--- src/rtl/uart_pkg.sv ---
// uart_pkg: shared state type, byte width and default timing constants for the UART feeder
package uart_pkg;
  typedef enum logic [1:0] {IDLE, LOAD, SEND, GAP} tx_state_t;
  localparam int BYTE_W          = 8;
  localparam int GAP_DEFAULT     = 16;
  localparam int TIMEOUT_DEFAULT = 2000000;
endpackage

--- src/rtl/sync_fifo.sv ---
// sync_fifo: single-clock FIFO whose head is always visible on rd_data, with occupancy count
module sync_fifo #(
  parameter int DEPTH = 16,
  parameter int WIDTH = 8
) (
  input  logic                   clk,
  input  logic                   rst_n,
  input  logic                   wr_en,
  input  logic [WIDTH-1:0]       wr_data,
  input  logic                   rd_en,
  output logic [WIDTH-1:0]       rd_data,
  output logic                   full,
  output logic                   empty,
  output logic [$clog2(DEPTH):0] level
);
  localparam int AW = $clog2(DEPTH);
  logic [WIDTH-1:0] r_mem [DEPTH];
  logic [AW:0]      r_wr_ptr;
  logic [AW:0]      r_rd_ptr;
  logic             w_wr;
  logic             w_rd;
  assign w_wr    = wr_en && !full;
  assign w_rd    = rd_en && !empty;
  assign level   = r_wr_ptr - r_rd_ptr;
  assign full    = level[AW];
  assign empty   = level == '0;
  assign rd_data = r_mem[r_rd_ptr[AW-1:0]];
  // storage carries no reset; the pointers alone define which entries are valid
  always_ff @(posedge clk)
    if (w_wr) r_mem[r_wr_ptr[AW-1:0]] <= wr_data;
  // pointers keep one extra bit so a full FIFO differs from an empty one
  always_ff @(posedge clk or negedge rst_n)
    if (!rst_n) begin
      r_wr_ptr <= '0;
      r_rd_ptr <= '0;
    end else begin
      if (w_wr) r_wr_ptr <= r_wr_ptr + 1'b1;
      if (w_rd) r_rd_ptr <= r_rd_ptr + 1'b1;
    end
endmodule

--- src/rtl/uart_tx_feeder.sv ---
// uart_tx_feeder: buffers host bytes and hands them one at a time to the UART transmitter
module uart_tx_feeder
  import uart_pkg::*;
#(
  parameter int DEPTH      = 16,
  parameter int GAP_CYCLES = GAP_DEFAULT,
  parameter int TIMEOUT    = TIMEOUT_DEFAULT
) (
  input  logic                   clk,
  input  logic                   rst_n,
  input  logic                   wr_en,
  input  logic [BYTE_W-1:0]      wr_data,
  output logic                   full,
  output logic                   empty,
  output logic [$clog2(DEPTH):0] level,
  output logic [BYTE_W-1:0]      dintx,
  output logic                   send,
  input  logic                   donetx,
  output logic                   busy,
  output logic                   timeout_err
);
  localparam int CW = $clog2((TIMEOUT > GAP_CYCLES ? TIMEOUT : GAP_CYCLES) + 1);
  tx_state_t         r_state;
  logic [CW-1:0]     r_cnt;
  logic [BYTE_W-1:0] r_dintx;
  logic              r_send;
  logic              r_timeout_err;
  logic              r_sync1;
  logic              r_sync2;
  logic              r_prev;
  logic              w_done;
  logic [BYTE_W-1:0] w_head;
  assign w_done      = r_sync2 && !r_prev;
  assign busy        = r_state != IDLE;
  assign dintx       = r_dintx;
  assign send        = r_send;
  assign timeout_err = r_timeout_err;
  sync_fifo #(.DEPTH(DEPTH), .WIDTH(BYTE_W)) u_fifo (
    .clk     (clk),
    .rst_n   (rst_n),
    .wr_en   (wr_en),
    .wr_data (wr_data),
    .rd_en   (r_state == LOAD),
    .rd_data (w_head),
    .full    (full),
    .empty   (empty),
    .level   (level)
  );
  // donetx comes from the uclk domain; prev follows in every state so a level already high never reads as an edge
  always_ff @(posedge clk or negedge rst_n)
    if (!rst_n) begin
      r_sync1 <= 1'b0;
      r_sync2 <= 1'b0;
      r_prev  <= 1'b0;
    end else begin
      r_sync1 <= donetx;
      r_sync2 <= r_sync1;
      r_prev  <= r_sync2;
    end
  // feeder FSM: pop, request, wait for completion or timeout, then hold send low for the gap
  always_ff @(posedge clk or negedge rst_n)
    if (!rst_n) begin
      r_state       <= IDLE;
      r_cnt         <= '0;
      r_dintx       <= '0;
      r_send        <= 1'b0;
      r_timeout_err <= 1'b0;
    end else begin
      r_timeout_err <= 1'b0;
      case (r_state)
        IDLE: if (!empty) r_state <= LOAD;
        LOAD: begin
          r_dintx <= w_head;
          r_cnt   <= '0;
          r_send  <= 1'b1;
          r_state <= SEND;
        end
        SEND:
          if (w_done || r_cnt == CW'(TIMEOUT - 1)) begin
            r_timeout_err <= !w_done;
            r_send        <= 1'b0;
            r_cnt         <= '0;
            r_state       <= GAP;
          end else r_cnt <= r_cnt + 1'b1;
        GAP:
          if (r_cnt == CW'(GAP_CYCLES - 1)) r_state <= IDLE;
          else r_cnt <= r_cnt + 1'b1;
        default: r_state <= IDLE;
      endcase
    end
endmodule

--- config.mk ---
export PLATFORM = sky130hd
export DESIGN_NAME = uart_tx_feeder
export DESIGN_NICKNAME = d
export VERILOG_FILES = /design/src/rtl/uart_pkg.sv /design/src/rtl/sync_fifo.sv /design/src/rtl/uart_tx_feeder.sv
export SDC_FILE = /design/constraint.sdc
export NUM_CORES = 1
export LEC_CHECK = 0
export ABC_CLOCK_PERIOD_IN_PS = 4300
export CORE_UTILIZATION = 45
export CTS_BUF_LIST = sky130_fd_sc_hd__clkbuf_4
export DETAILED_ROUTE_END_ITERATION = 16
export PLACE_DENSITY = 0.64
export SLEW_MARGIN = 20
export SYNTH_ARGS = -nofsm -noshare
export SYNTH_HDL_FRONTEND = slang
export SYNTH_SLANG_ARGS = --single-unit
--- constraint.sdc ---
create_clock -name clk -period 4.3 [get_ports clk]
set_input_delay 1.29 -clock clk [delete_from_list [all_inputs] [get_ports clk]]
set_output_delay 1.29 -clock clk [all_outputs]
set_load 0.01 [all_outputs]
==> flow_metrics.py <==
metrics = {
    "clocking": {
        "clock_latency_ns": 0.58,
        "clock_sinks": 174,
        "clockRootBuffer": "clkbuf_4",
        "cts_buffer_depth": 2,
        "hold_buffers": 0,
        "cts_made_buffers": 17,
        "cts_tree": "built",
        "clk_pin_slew_ns": 0.16,
        "cts_htree_levels": 4,
    },
    "synth": {
        "synthesis.area_um2": 7540,
        "yosys_warnings": 0,
        "yosys_register_bits": 174,
        "ys.flop_type": "edfxtp_1",
        "synthMuxAreaShare_pct": 14.92,
        "synthAdderAreaFrac_pct": 2.755,
        "yosysSeqAreaShare_pct": 66.25,
        "synth-compound-area-share_pct": 2.025,
        "synth_simple_gate_area_share_pct": 7.932,
        "synth_cell_type_count": 46,
        "synth_edf_count": 128,
        "synth_top_family_by_area": "multiplexers",
        "synth_fp_nets": 471,
        "synthArstFlopShare_pct": 26.44,
        "synthCells": 443,
        "synth_xor_area_share_pct": 3.136,
        "avgSynthCellArea_um2": 17.02,
    },
    "grt": {
        "grt_start_max_net_pins": 47,
        "track_usage_pct": 17.20,
        "first_global_vias": 3901,
        "grt_antenna_before_repair": 1,
        "gr-usage-met1_pct": 23.96,
        "grt_use_met2_pct": 26.66,
        "gr-usage-met3_pct": 3.742,
        "gr-max-usage-layer": "met2",
        "grt_pass1_wl_um": 22160,
        "grt-ovfl-total": 0,
    },
    "final_layout": {
        "final_cell_mix": "edfxtp_1 (128), dfrtp_1 (45), nor2_1 (39), clkdlybuf4s50_1 (27), mux4_2 (21)",
        "multi_input_area_um2": 2336,
        "drive_above_1_share_pct": 17.64,
        "regArea_um2": 4996,
        "layout_commonest_cell": "edfxtp_1",
        "nFillCells": 1327,
        "area_delta_synth_final_pct": 10.64,
        "finalNetCount": 514,
        "fin_util_pct": 51.76,
    },
    "drt": {
        "dr.pass1.iters": 5,
        "drtAntennaViolNets": 0,
        "num_vias": 3863,
        "drt-initial-drc-count": 272,
        "routed_via_density": 5.395,
        "drt-total-wl_um": 13760,
        "drcViolationCount": 0,
        "wl_per_cell_um": 19.21,
    },
    "power": {
        "irDropWorstVdd_v": 0.0003488,
        "p_leak_nw": 3.034,
        "power.total_mw": 5.199,
        "powerDensity_nw_per_um2": 623.3,
    },
    "sta": {
        "skew_ns": 0.01702,
        "fin_crit_ns": 4.115,
        "holdWs_ns": 0.3706,
        "worst_slack_ns": 0.1855,
        "fin_crit_sh_pct": 95.69,
        "setup_tns_ns": 0,
        "timing_hold_violations_final": 0,
        "maxSlewHeadroom_pct": 44.54,
        "fmaxAchievable_ghz": 0.2430,
        "worst_slew_pin_slew_ns": 0.8288,
        "finalSetupViolations": 0,
        "report.final.slew_viol_count": 0,
        "rsz0062_at_grt": "no",
    },
    "floorplan": {
        "initial_core_util_pct": 46.79,
        "die_area_um2": 17280,
        "num_rows": 46,
        "coreArea_um2": 16120,
        "io_pins": 30,
        "dieHeight_um": 131.4,
        "die_w_um": 131.4,
    },
    "setup_path": {
        "cp_max_fo": 5,
        "worstPathArrival_ns": 2.82,
        "cp-end-kind": "output port",
        "cp.required_ns": 3.01,
        "ff2ff_path_depth": 9,
        "path_class": "reg -> out",
        "worstSetupStartpointType": "flip-flop",
    },
    "placed_design": {
        "pre_cts_ws_ns": 0.5292,
        "numPortBuffers": 29,
        "hpwlAfterDp_um": 9071,
        "gp_congestion": 0.7713,
    },
    "min_path": {
        "worstHoldPathCells": 0,
        "hp-class": "reg -> reg",
    },
    "outcome": {
        "status": "complete, no violations",
    },
    "flow_run": {
        "drv_cap": 0,
    },
}
## where the power goes
group	total (mW)	switching, mW	internal [mW]
clock	0.895	0.634	0.261
sequential	2.15	0.119	2.03
combinational	2.15	1.09	1.07
## cells in the mapped netlist (2+ instances only)
cell type / count / area share (%)
nor3_1: 11 / 0.73
nand2b_1: 4 / 0.33
or4_1: 3 / 0.30
dfrtp_1: 46 / 15
a31oi_1: 2 / 0.17
inv_1: 16 / 0.80
nor4_1: 9 / 0.75
ha_1: 15 / 2.5
clkbuf_1: 2 / 0.10
and3_1: 3 / 0.25
or3_1: 2 / 0.17
buf_8: 2 / 0.40
mux4_1: 19 / 6.6
buf_2: 5 / 0.33
xnor2_1: 21 / 2.4
o21ai_0: 4 / 0.27
mux4_2: 21 / 6.3
nand3_1: 11 / 0.73
nor2_1: 39 / 1.9
buf_6: 5 / 0.75
and4_1: 2 / 0.23
buf_4: 3 / 0.30
nand2_1: 18 / 0.90
edfxtp_1: 128 / 51
nor2_4: 2 / 0.30
mux2_4: 8 / 1.6
xor2_1: 6 / 0.70
a21o_1: 6 / 0.60
a21oi_1: 5 / 0.33
nand4_1: 9 / 0.75
## layout make-up
class | instances | share of cell area, %
Sequential cell | 174 | 59.89
Multi-Input combinational cell | 234 | 28.00
Timing Repair Buffer | 43 | 4.830
Tap cell | 216 | 3.240
Clock inverter | 15 | 1.755
Clock buffer | 17 | 1.530
Inverter | 16 | 0.7200
Antenna cell | 1 | 0.03000
## registers in the layout, summed over array words and instances (netlist names)
name             count
r_sync1              1
u_fifo.r_mem       128
r_cnt               21
r_sync2              1
r_prev               1
u_fifo.r_rd_ptr      5
dintx                8
r_state              2
send                 1
timeout_err          1
u_fifo.r_wr_ptr      5
## kinds of logic (layout without fill, tap and decap cells)
family / count (synthesis) / after routing
AOI/OAI and AO/OA: 22 / 22
xor gates and xnor gates: 27 / 27
adders and majority gates: 16 / 16
buffers and inverters: 35 / 91
DFF: 174 / 174
muxes: 51 / 51
other: 0 / 1
and+or+nand+nor: 118 / 118
## worst max-delay path, cell delays in order, from the launching register on
cell and delay, ns:
dfrtp_1 0.38, inv_1 0.10, ha_1 0.23, fa_1 0.41, nand2b_1 0.18, a21oi_2 0.17
xnor2_2 0.19, clkdlybuf4s50_1 0.60
## layer usage
metal  wire, um  vias up
li1           -     1804
met1       6422     1962
met2       6571       83
met3        559       14
met4        201        0
met5          0        -
## final timing paths
check,to,start,slack (ns)
worst min-delay path,r_sync2,r_sync1,0.37
min in group asynchronous,r_cnt[4],rst_n,0.69
worst max-delay path,level[4],u_fifo.r_wr_ptr[0],0.19
max in group asynchronous,u_fifo.r_rd_ptr[0],rst_n,3.18
worst max register to register,u_fifo.r_mem[13][2],u_fifo.r_wr_ptr[0],0.98
worst min register to register,r_sync2,r_sync1,0.37
## per-stage QoR
step	cell area (um^2)	instances
3_5_place_dp	8029	682
3_3_place_gp	8029	682
6_report	8342	716
4_1_cts	8330	715
5_1_grt	8342	716
2_1_floorplan	7540	443
## timing repair
item                                    in CTS  in global routing
buffers inserted                             1                  0
endpoints found under the setup margin       3                  2
resized for setup                            4                  3
endpoints found under the hold margin        0                  0
Power figures use the tool's default switching activity.
